**src/rtl/alu_pkg.sv**
```systemverilog
// Shared definitions for the ALU issue stage: opcode values, instruction field
// layout, FSM state encoding and a small decode helper.
package alu_pkg;

  localparam int  REG_AW   = 2;
  localparam int  DATA_W   = 8;
  localparam int  NUM_REGS = 4;

  localparam logic OP_ADD = 1'b1;
  localparam logic OP_SHL = 1'b0;

  localparam int OPC_BIT = 7;
  localparam int RD_LO   = 5;
  localparam int RS_LO   = 3;
  localparam int RT_LO   = 1;
  localparam int IMM_LO  = 0;

  typedef enum logic [1:0] {
    ST_IDLE  = 2'd0,
    ST_ISSUE = 2'd1,
    ST_WAIT  = 2'd2,
    ST_WB    = 2'd3
  } state_t;

  typedef struct packed {
    logic              opcode;
    logic [REG_AW-1:0] rd;
    logic [REG_AW-1:0] rs;
    logic [REG_AW-1:0] rt;
    logic [2:0]        imm;
  } dec_t;

  // rt and imm overlap on purpose: add uses [2:1], shift uses [2:0]
  function automatic dec_t decode(input logic [DATA_W-1:0] w);
    dec_t d;
    d.opcode = w[OPC_BIT];
    d.rd     = w[RD_LO +: REG_AW];
    d.rs     = w[RS_LO +: REG_AW];
    d.rt     = w[RT_LO +: REG_AW];
    d.imm    = w[IMM_LO +: 3];
    return d;
  endfunction

endpackage

```
**src/rtl/alu_regfile.sv**
```systemverilog
// 4x8 register file: one synchronous write port, two combinational operand
// read ports and a combinational debug read port.
module alu_regfile
  import alu_pkg::*;
#(
  parameter int NREGS = 4
) (
  input  logic              clk,
  input  logic              reset,
  input  logic              we,
  input  logic [REG_AW-1:0] waddr,
  input  logic [DATA_W-1:0] wdata,
  input  logic [REG_AW-1:0] ra_addr,
  output logic [DATA_W-1:0] ra_data,
  input  logic [REG_AW-1:0] rb_addr,
  output logic [DATA_W-1:0] rb_data,
  input  logic [REG_AW-1:0] dbg_addr,
  output logic [DATA_W-1:0] dbg_data
);

  logic [DATA_W-1:0] regs_r [NREGS];

  // Register storage with synchronous clear
  always_ff @(posedge clk) begin
    if (reset) begin
      for (int i = 0; i < NREGS; i++) begin
        regs_r[i] <= 8'h00;
      end
    end else if (we) begin
      regs_r[waddr] <= wdata;
    end
  end

  assign ra_data  = regs_r[ra_addr];
  assign rb_data  = regs_r[rb_addr];
  assign dbg_data = regs_r[dbg_addr];

endmodule

```
**src/rtl/alu_issue_ctrl.sv**
```systemverilog
// Single-issue front end for the 8-bit ALU: handshake, decode, operand read,
// latency wait and writeback, plus host load and debug read of the registers.
module alu_issue_ctrl
  import alu_pkg::*;
#(
  parameter int ALU_LATENCY = 1,
  parameter int NREGS       = 4
) (
  input  logic        sysclk,
  input  logic        reset,
  input  logic        instr_valid,
  output logic        instr_ready,
  input  logic [7:0]  instr,
  input  logic        ld_en,
  input  logic [1:0]  ld_addr,
  input  logic [7:0]  ld_data,
  output logic [7:0]  alu_a,
  output logic [7:0]  alu_b,
  output logic [2:0]  alu_imm,
  output logic        alu_opcode,
  input  logic [7:0]  alu_result,
  output logic        busy,
  output logic        done,
  input  logic [1:0]  dbg_addr,
  output logic [7:0]  dbg_data
);

  localparam int CNT_W = (ALU_LATENCY > 1) ? $clog2(ALU_LATENCY) : 1;

  state_t            state_r;
  logic [7:0]        instr_r;
  logic [CNT_W-1:0]  cnt_r;
  dec_t              dec_s;
  logic              we_s;
  logic [1:0]        waddr_s;
  logic [7:0]        wdata_s;
  logic [7:0]        ra_data_s;
  logic [7:0]        rb_data_s;

  assign dec_s = decode(instr_r);

  // Accept only when idle, and a host load in the same cycle takes priority
  always_comb begin
    instr_ready = 1'b0;
    if (state_r == ST_IDLE) begin
      instr_ready = ~ld_en;
    end else begin
      instr_ready = 1'b0;
    end
  end

  // Single write port shared between writeback and host load
  always_comb begin
    we_s    = 1'b0;
    waddr_s = 2'd0;
    wdata_s = 8'h00;
    if (state_r == ST_WB) begin
      we_s    = 1'b1;
      waddr_s = dec_s.rd;
      wdata_s = alu_result;
    end else if ((state_r == ST_IDLE) && ld_en) begin
      we_s    = 1'b1;
      waddr_s = ld_addr;
      wdata_s = ld_data;
    end else begin
      we_s    = 1'b0;
      waddr_s = 2'd0;
      wdata_s = 8'h00;
    end
  end

  alu_regfile #(.NREGS(NREGS)) u_regfile (
    .clk      (sysclk),
    .reset    (reset),
    .we       (we_s),
    .waddr    (waddr_s),
    .wdata    (wdata_s),
    .ra_addr  (dec_s.rt),
    .ra_data  (ra_data_s),
    .rb_addr  (dec_s.rs),
    .rb_data  (rb_data_s),
    .dbg_addr (dbg_addr),
    .dbg_data (dbg_data)
  );

  // Issue FSM with registered ALU drive, busy and done
  always_ff @(posedge sysclk) begin
    if (reset) begin
      state_r    <= ST_IDLE;
      instr_r    <= 8'h00;
      cnt_r      <= '0;
      alu_a      <= 8'h00;
      alu_b      <= 8'h00;
      alu_imm    <= 3'd0;
      alu_opcode <= 1'b0;
      busy       <= 1'b0;
      done       <= 1'b0;
    end else begin
      case (state_r)
        ST_IDLE: begin
          done <= 1'b0;
          if (instr_valid && instr_ready) begin
            instr_r <= instr;
            busy    <= 1'b1;
            state_r <= ST_ISSUE;
          end
        end
        ST_ISSUE: begin
          alu_a      <= ra_data_s;
          alu_b      <= rb_data_s;
          alu_imm    <= dec_s.imm;
          alu_opcode <= dec_s.opcode;
          cnt_r      <= CNT_W'(ALU_LATENCY - 1);
          state_r    <= ST_WAIT;
        end
        ST_WAIT: begin
          if (cnt_r == '0) begin
            done    <= 1'b1;
            state_r <= ST_WB;
          end else begin
            cnt_r <= cnt_r - CNT_W'(1);
          end
        end
        ST_WB: begin
          done    <= 1'b0;
          busy    <= 1'b0;
          state_r <= ST_IDLE;
        end
        default: begin
          done    <= 1'b0;
          busy    <= 1'b0;
          state_r <= ST_IDLE;
        end
      endcase
    end
  end

endmodule
```
**config.mk**
```make
export PLATFORM = sky130hd
export DESIGN_NAME = alu_issue_ctrl
export DESIGN_NICKNAME = d
export VERILOG_FILES = /design/src/rtl/alu_pkg.sv /design/src/rtl/alu_regfile.sv /design/src/rtl/alu_issue_ctrl.sv
export SDC_FILE = /design/constraint.sdc
export NUM_CORES = 1
export LEC_CHECK = 0
export CAP_MARGIN = 40
export CORE_MARGIN = 2
export CORE_UTILIZATION = 47
export CTS_CLUSTER_DIAMETER = 100
export DETAILED_ROUTE_END_ITERATION = 10
export PLACE_DENSITY = 0.85
export SKIP_CTS_REPAIR_TIMING = 1
export SLEW_MARGIN = 20
export SYNTH_ARGS = -nofsm -noshare
export SYNTH_HDL_FRONTEND = slang
export SYNTH_SLANG_ARGS = --single-unit
```
**constraint.sdc**
```tcl
create_clock -name sysclk -period 2 [get_ports sysclk]
set_input_delay 0.6 -clock sysclk [delete_from_list [all_inputs] [get_ports sysclk]]
set_output_delay 0.6 -clock sysclk [all_outputs]
set_load 0.1 [all_outputs]
```
# --- Word-level counts from Yosys, hierarchy flattened ---
# Memory sizes are Yosys's and may differ from the RTL's. A register that Yosys moved wholly into a read port is not among the register bits.
# Cells that the tools add are included.
totals:
  ff_bits: 17
  mem_bits_rw: 32
  input_bits: 32
  output_inout_bits: 31
  n_memories: 1
memory_table:
  columns: ["name", "depth", "word_bits", "rd", "rd_clocked_by_memory_dff", "wr", "line_no", "text"]
  rows:
  - ["u_regfile.regs_r", 4, 8, 3, 2, 4, "alu_regfile.sv:21", "logic [DATA_W-1:0] regs_r [NREGS];"]
classes:
  add_sub_neg: 1
  n_eq_ne: 5
  muxes: 24
  bitwise_logic: 1
  n_reduce_logical: 12
ops:
  columns: ["operator", "n"]
  rows:
  - ["$mux W8", 3]
  - ["$mux W1", 12]
  - ["$mux W2", 5]
  - ["$pmux W2 S4", 1]
  - ["$reduce_and A2 Y1", 4]
  - ["$reduce_or A8 Y1", 1]
  - ["$pmux W1 S2", 3]
  - ["$reduce_bool A2 Y1", 3]
  - ["$eq A2 B2 Y1 const B", 2]
  - ["$eq A2 B1 Y1 const B", 1]
  - ["$logic_and A1 B1 Y1", 2]
  - ["$logic_not A2 Y1", 1]
  - ["$ne A2 B1 Y1 const B", 1]
  - ["$ne A2 B2 Y1 const B", 1]
  - ["$reduce_or A2 Y1", 1]
  - ["$not A1 Y1", 1]
  - ["$sub A1 B1 Y1 const B", 1]

# --- Longest topological paths before layout ---
# Gate-level depths: netlist (run 1).
logic_depth:
  ltp_word: 9
  ltp_mapped: 6

# --- Hierarchy ---
# Synthesis (run 1) repeated with hierarchy kept, for this count alone.
unflattened:
  cells_unflattened: 235
  area_unflattened_um2: 3233.1
by_module_without_submodules:
  columns: ["mod", "instances", "cells_per_inst", "area_per_inst_um2", "seq_area_each_um2"]
  rows:
  - ["alu_regfile", 1, 104, 1868.0, 960.9]
  - ["alu_issue_ctrl", 1, 131, 1365.1, 640.6]

# --- Worst setup path before layout (run 1) ---
# Ideal clock, no wire load.
synth_path:
  path_type: "reg-to-output"
  start: "register state_r[0]"
  end: "output instr_ready"
  arrival_time_ns: 2.026
  required_ns: 1.400
  path_slack_ns: -0.626
  path_stages_with_launch: 4
  path_buffers: 0
  path_cell_list: "dfxtp_1 -> inv_1 -> ha_1 -> nor2b_1"
synth_between:
  elab_chain_len: 2
synth_rtl:
  columns: ["element", "line_no", "text"]
  rows:
  - ["from (decl)", "alu_issue_ctrl.sv:30", "state_t state_r;"]
  - ["from (signal assigned)", "alu_issue_ctrl.sv:89", "state_r <= ST_IDLE;"]
  - ["from (signal assigned)", "alu_issue_ctrl.sv:105", "state_r <= ST_ISSUE;"]
  - ["from (signal assigned)", "alu_issue_ctrl.sv:114", "state_r <= ST_WAIT;"]
  - ["$logic_not A2 Y1", "alu_issue_ctrl.sv:45", "if (state_r == ST_IDLE) begin"]
  - ["$mux W1", "alu_issue_ctrl.sv:45", null]
  - ["to (decl)", "alu_issue_ctrl.sv:12", "output logic instr_ready,"]
# No other way between the ends.

==> results_dict.tcl, run 1 <==
set metrics [dict create \
    design_area_um2 4676 \
    ys_seq_area_share_pct 48.80 \
    p_total_mw 5.420 \
    hold_end "alu_opcode$_SDFFE_PP0N_" \
    num_rows 30 \
    power.internal_mw 3.245 \
    yosys_warnings 0 \
    crit_chain "mux4_2 > buf_12" \
    ant_nets 0 \
    crit_family "multiplexers" \
    violations "negative setup slack" \
    core_um2 6794 \
    ys_ff_latch 64 \
    layout_min_cycle_time_ns 2.098 \
    grt_pass1_vias 2417 \
    irDropWorstVdd_v 0.0006898 \
    utilization_pct 68.82 \
    rsz0062_at_grt "true" \
    r2r_slack_ns 0.24 \
    wire_per_inst_um 17.06 \
    clk_pin_slew_ns 0.07 \
    htreeDepth 3 \
    clkPwrFrac_pct 19.8 \
    crit_path_top_delay_cell "mux4_2" \
    r2r-start "state_r[1]$_SDFFE_PP0P_" \
    powerDensity_nw_per_um2 1159 \
    timing.fmax_mhz 476.7 \
    crit_path_start_kind "register" \
    crit_path_end_kind "output port" \
    clock_path_buffers 2 \
    wl_um 7368 \
    reg2reg_to "u_regfile.regs_r[2][5]$_SDFFCE_PN0P_" \
    power.share.switching_pct 40.13 \
    layout.cells.most_common "nor2_1" \
    arrival_ns 1.50 \
    power_frac_seq_pct 32.8 \
    crit_path_max_incr_delay_ns 0.52 \
    status "finished with violations" \
    syn-num-nets 285 \
    die_y_um 87.56 \
    fp.dieW_um 87.56 \
    synth.area.top_cells "edfxtp_1 29%, dfxtp_1 20%, mux4_2 16%" \
    fin_skew_ns 0.008900 \
    worst-setup-path-type "register to output port" \
    layout_setup_ws_ns -0.09759 \
    relSlewSlack_pct 64.65 \
    dieArea_um2 7667 \
    yosys.area.top_type "edfxtp_1" \
    cts-root-buf "clkbuf_8" \
    hpwlAfterDp_um 5425 \
    grt_pass1_wl_um 11830 \
    drc 0 \
    slew_violations 0 \
    holdWs_ns 0.5036 \
    worstMarginPinSlew_ns 0.5295 \
    hold_viol 0 \
    tritoncts "yes" \
    clock-sinks 64 \
    gp_congestion 0.8548 \
    cts_made_buffers 9 \
    place_area_um2 4422 \
    grt.total_usage_pct 20.78 \
    netlist_instances 248 \
    insertion_delay_ns 0.34 \
    setup_tns_ns -0.5480 \
    vias 2332 \
    hold_class "register to register" \
    synth.avg_cell_area_um2 13.23 \
    r2r_cells 5 \
    switchingPower_mw 2.175 \
    fin_crit_sh_pct 104.9 \
    io_buffers 62 \
    worstPathBufferInverterCount 1 \
    synth_cell_types 37 \
    syn2layout_area_growth_pct 42.47 \
    start_util_pct 48.31 \
    synth_top_area_share_pct 29.28 \
    antenna_found_initial 0 \
    num-fill-cells 455 \
    maxCapViolCount 0 \
    synth_area_um2 3282 \
    drive_gt1_share_pct 34.82 \
    final_cell_mix "61 x nor2_1, 37 x buf_12, 32 x dfxtp_1, 32 x edfxtp_1, 29 x mux2i_1" \
    fin_nets 368 \
    combPwrFrac_pct 47.4 \
    grt_start_max_net_pins 31 \
    vias_per_cell 5.398 \
    leakage_nw 1.795 \
    finalSetupViolations 8 \
    io_pins 63 \
    seqCellArea_um2 1602 \
    drtPass1Iterations 5 \
    multiInputGateArea_um2 1526 \
    crit_fanout 3 \
    crit_required_ns 1.40 \
    drt-initial-drc-count 295 \
    diodes 0 \
    overflow 0 \
    hp-start "instr_r[7]$_SDFFE_PP0P_" \
    hold_depth 2 \
]
[flip-flops by register name, indices dropped and copies added, names as in the netlist]
signal / count
alu_opcode: 1
alu_a: 8
state_r: 2
alu_imm: 3
done: 1
u_regfile.regs_r: 32
instr_r: 8
busy: 1
alu_b: 8
[synthesized netlist by cell type, drive strengths merged]
master and number:
o21ai 2, nor2 61, dfxtp 32, and2 2
nand3b 1, inv 4, a221oi 1, buf 12
o221ai 1, mux4 24, o311a 1, a22oi 9
edfxtp 32, clkbuf 4, dlymetal6s2s 1, a31o 1
o22ai 1, mux2i 30, and4 1, nor2b 11
ha 5, nand3 1, and3b 1, mux2 1
dlygate4sd1 1, nor3b 1, o211ai 2, nand2 4
and4bb 1
[cell type report]
class	instances	share of cell area [%]
Tap cell	96	2.569
Inverter	4	0.3211
Sequential cell	64	34.25
Clock inverter	2	0.2141
Timing Repair Buffer	90	26.06
Clock buffer	14	3.934
Multi-Input combinational cell	162	32.65
[kinds of logic after synthesis]
kind of cell | synth area share [%]
adder cells (fa/ha/maj) | 1.906
flip-flops | 48.80
AND/OR/NAND/NOR | 11.44
multiplexers | 26.34
AO/OA/AOI/OAI | 6.138
buffers and inverters | 5.375
[per-stage QoR]
stage               instances  worst slack, ns
CTS                       427          -0.6226
floorplan                 248          -0.1101
global placement          411          -0.6105
finish                    432         -0.09759
global route              432          -0.1110
detailed placement        411          -0.6222
[routing by layer]
metal	track usage (%)	vias to the layer above	wire length, µm
met5	0	-	0
met4	9.371	0	155
met3	3.487	14	386
met2	36.71	105	3872
met1	24.86	1127	2954
li1	-	1086	-
[power groups by stage]
stage	registers, mW	clock network, mW	logic [mW]
3_3_place_gp	1.78	0	2.45
4_1_cts	1.78	1.08	2.53
3_5_place_dp	1.80	0	2.52
6_report	1.78	1.07	2.57
2_1_floorplan	2.28	0	1.18
5_1_grt	1.80	1.13	2.70
[tightest hold or removal path, stage by stage (launching register included)]
cell	delay, ns
dfxtp_1	0.33
mux2i_1	0.07
nor2_1	0.07
[worst max path at each step]
stage	cells past startpoint	slack, ns	startpoint	endpoint
after global routing	2	-0.11	u_regfile.regs_r[0][2]$_SDFFCE_PN0P_	dbg_data[2]
after detailed placement	4	-0.62	dbg_addr[0]	dbg_data[2]
final	2	-0.1	u_regfile.regs_r[2][5]$_SDFFCE_PN0P_	dbg_data[5]
after CTS	4	-0.62	dbg_addr[0]	dbg_data[2]
after global placement	4	-0.61	dbg_addr[0]	dbg_data[3]
after floorplan	3	-0.11	state_r[0]$_SDFFE_PP0P_	instr_ready
No activity file was read; power rests on OpenSTA's default activity.
==> run 2: changes to the inputs <==
--- a/config.mk
+++ b/config.mk
@@ -10,6 +10,7 @@
 export CORE_UTILIZATION = 47
 export CTS_CLUSTER_DIAMETER = 100
 export DETAILED_ROUTE_END_ITERATION = 10
+export GPL_TIMING_DRIVEN = 0
 export PLACE_DENSITY = 0.85
 export SKIP_CTS_REPAIR_TIMING = 1
 export SLEW_MARGIN = 20
==> run 2 against run 1 <==
  * The flow still finishes with violations (negative setup slack)
  * Clock-buffer cell count up 2
  * Critical path type unchanged
  * Highest routed layer unchanged
  * Final area decreased by 0.11%
  * Sequential cell count stayed put
  * Largest cell class unchanged
  * Non-clock buffer count shrank 1
==> results_dict.tcl, run 2 (synthesis gave the netlist of run 1 again) <==
set metrics [dict create \
    irDropWorstVdd_v 0.0006876 \
    finalSetupViolations 8 \
    grt_pass1_vias 2393 \
    leakage_nw 1.790 \
    rsz0062_at_grt "true" \
    io_buffers 60 \
    switchingPower_mw 2.188 \
    fin_skew_ns 0.004715 \
    cp.depth 2 \
    arrival_ns 1.49 \
    seqCellArea_um2 1604 \
    wl_um 7561 \
    cts-root-buf "clkbuf_8" \
    met1_usage_pct 24.72 \
    crit_required_ns 1.40 \
    worstMarginPinSlew_ns 0.4689 \
    place_ws_ns -0.6866 \
    fin_nets 367 \
    regMostFlops "u_regfile.regs_r" \
    insertion_delay_ns 0.35 \
    fp.dieW_um 87.56 \
    crit_path_end_kind "output port" \
    final_cell_mix "61 x nor2_1, 32 x edfxtp_1, 30 x dfxtp_1" \
    syn2layout_area_growth_pct 42.32 \
    dieArea_um2 7667 \
    ant_nets 0 \
    layout_min_cycle_time_ns 2.092 \
    overflow 0 \
    drt-initial-drc-count 164 \
    io_pins 63 \
    num-fill-cells 443 \
    crit_path_start_kind "register" \
    core_um2 6794 \
    combPwrFrac_pct 46.8 \
    maxCapViolCount 0 \
    antenna_found_initial 0 \
    crit_fanout 3 \
    layout_setup_ws_ns -0.09182 \
    die_y_um 87.56 \
    slew_violations 0 \
    worstPathBufferInverterCount 1 \
    use_met2_pct 37.67 \
    status "finished with violations" \
    cp-endpoint "dbg_data[5]" \
    p_total_mw 5.528 \
    vias_per_cell 5.248 \
    crit_family "multiplexers" \
    setup_tns_ns -0.4952 \
    layout.cells.most_common "nor2_1" \
    start_util_pct 48.31 \
    relSlewSlack_pct 68.74 \
    grt_pass1_wl_um 11760 \
    clock_path_buffers 2 \
    grt.met3_usage_pct 4.053 \
    fin_crit_sh_pct 104.6 \
    r2r-start "state_r[0]$_SDFFE_PP0P_" \
    r2r_cells 5 \
    crit_path_top_delay_cell "mux4_2" \
    crit_path_max_incr_delay_ns 0.52 \
    wire_per_inst_um 17.54 \
    powerDensity_nw_per_um2 1184 \
    largest_reg_flops 32 \
    drive_gt1_share_pct 36.12 \
    num_rows 30 \
    hold_class "register to register" \
    multiInputGateArea_um2 1559 \
    htreeDepth 3 \
    vias 2262 \
    tritoncts "yes" \
    utilization_pct 68.75 \
    power_frac_seq_pct 31.7 \
    grt.total_usage_pct 21.03 \
    cts_made_buffers 9 \
    crit_chain "mux4_2 > buf_8" \
    r2r_slack_ns 0.13 \
    clk_pin_slew_ns 0.07 \
    grt_busiest_layer "met2" \
    clock-sinks 64 \
    clkPwrFrac_pct 21.5 \
    power.share.switching_pct 39.57 \
    drtPass1Iterations 5 \
    power.internal_mw 3.341 \
    drc 0 \
    diodes 0 \
    grt_start_max_net_pins 11 \
    worst-setup-path-type "register to output port" \
    worstSetupStartpoint "u_regfile.regs_r[3][5]$_DFFE_PP_" \
    hold_viol 0 \
    violations "negative setup slack" \
    timing.fmax_mhz 478.1 \
    reg2reg_to "u_regfile.regs_r[2][0]$_SDFFCE_PN0P_" \
    hpwlAfterDp_um 5363 \
    gp_congestion 0.8564 \
]
## run 2: cell count changes in the layout (fill, tap and decap cells not counted), moves of 3 or more
| cell | previous run | this run |
|---|---|---|
| buf_12 | 37 | 25 |
| buf_2 | 0 | 3 |
| buf_4 | 23 | 13 |
| buf_6 | 0 | 5 |
| buf_8 | 0 | 8 |
| clkbuf_8 | 11 | 15 |
| nand2_1 | 4 | 1 |
## run 2: how the worst min path moves through the flow
stage          depth (start not counted)               startpoint                      end  slack [ns]
2_1_floorplan                          2  instr_r[0]$_SDFFE_PP0P_  instr_r[0]$_SDFFE_PP0P_        0.46
3_3_place_gp                           2        busy$_SDFFE_PP0P_        busy$_SDFFE_PP0P_        0.46
3_5_place_dp                           2        busy$_SDFFE_PP0P_        busy$_SDFFE_PP0P_        0.47
4_1_cts                                2        busy$_SDFFE_PP0P_        busy$_SDFFE_PP0P_        0.48
5_1_grt                                2  instr_r[0]$_SDFFE_PP0P_  alu_imm[0]$_SDFFE_PP0N_        0.54
6_report                               2  instr_r[0]$_SDFFE_PP0P_  instr_r[0]$_SDFFE_PP0P_        0.50
## run 2: metal layers
| layer | vias up | wire [µm] |
|---|---|---|
| met5 | - | 0 |
| met4 | 0 | 90 |
| met3 | 11 | 487 |
| met2 | 86 | 4175 |
| met1 | 1088 | 2807 |
| li1 | 1077 | - |
## run 2: worst reg2reg max path, delay by kind of cell (launching register included)
| family | cells | cell delay [ns] |
|---|---|---|
| simple gates | 2 | 0.55 |
| flops | 1 | 0.36 |
| buf+inv | 1 | 0.16 |
| fa+ha+maj | 1 | 0.15 |
| compound gates | 1 | 0.35 |
## run 2: power groups by stage
| stage | sequential, mW | clock (mW) | combinational, mW |
|---|---|---|---|
| floorplan | 2.28 | 0 | 1.18 |
| global placement | 1.71 | 0 | 2.20 |
| detailed placement | 1.72 | 0 | 2.61 |
| CTS | 1.70 | 1.20 | 2.61 |
| global route | 1.78 | 1.25 | 2.72 |
| finish | 1.75 | 1.19 | 2.59 |
## run 2: through the flow
step	instances	cell area [µm²]	hold WS (ns)
2_1_floorplan	248	3301	0.4632
3_3_place_gp	404	4021	0.4613
3_5_place_dp	435	4487	0.4663
4_1_cts	451	4710	0.4770
5_1_grt	431	4671	0.5409
6_report	431	4671	0.5022
## run 2: final cells by class
type / count / share of cell area (%)
Multi-Input combinational cell: 162 / 33.38
Tap cell: 96 / 2.572
Buffer: 18 / 3.884
Inverter: 4 / 0.3215
Clock buffer: 16 / 4.768
Sequential cell: 64 / 34.34
Timing Repair Buffer: 71 / 20.73
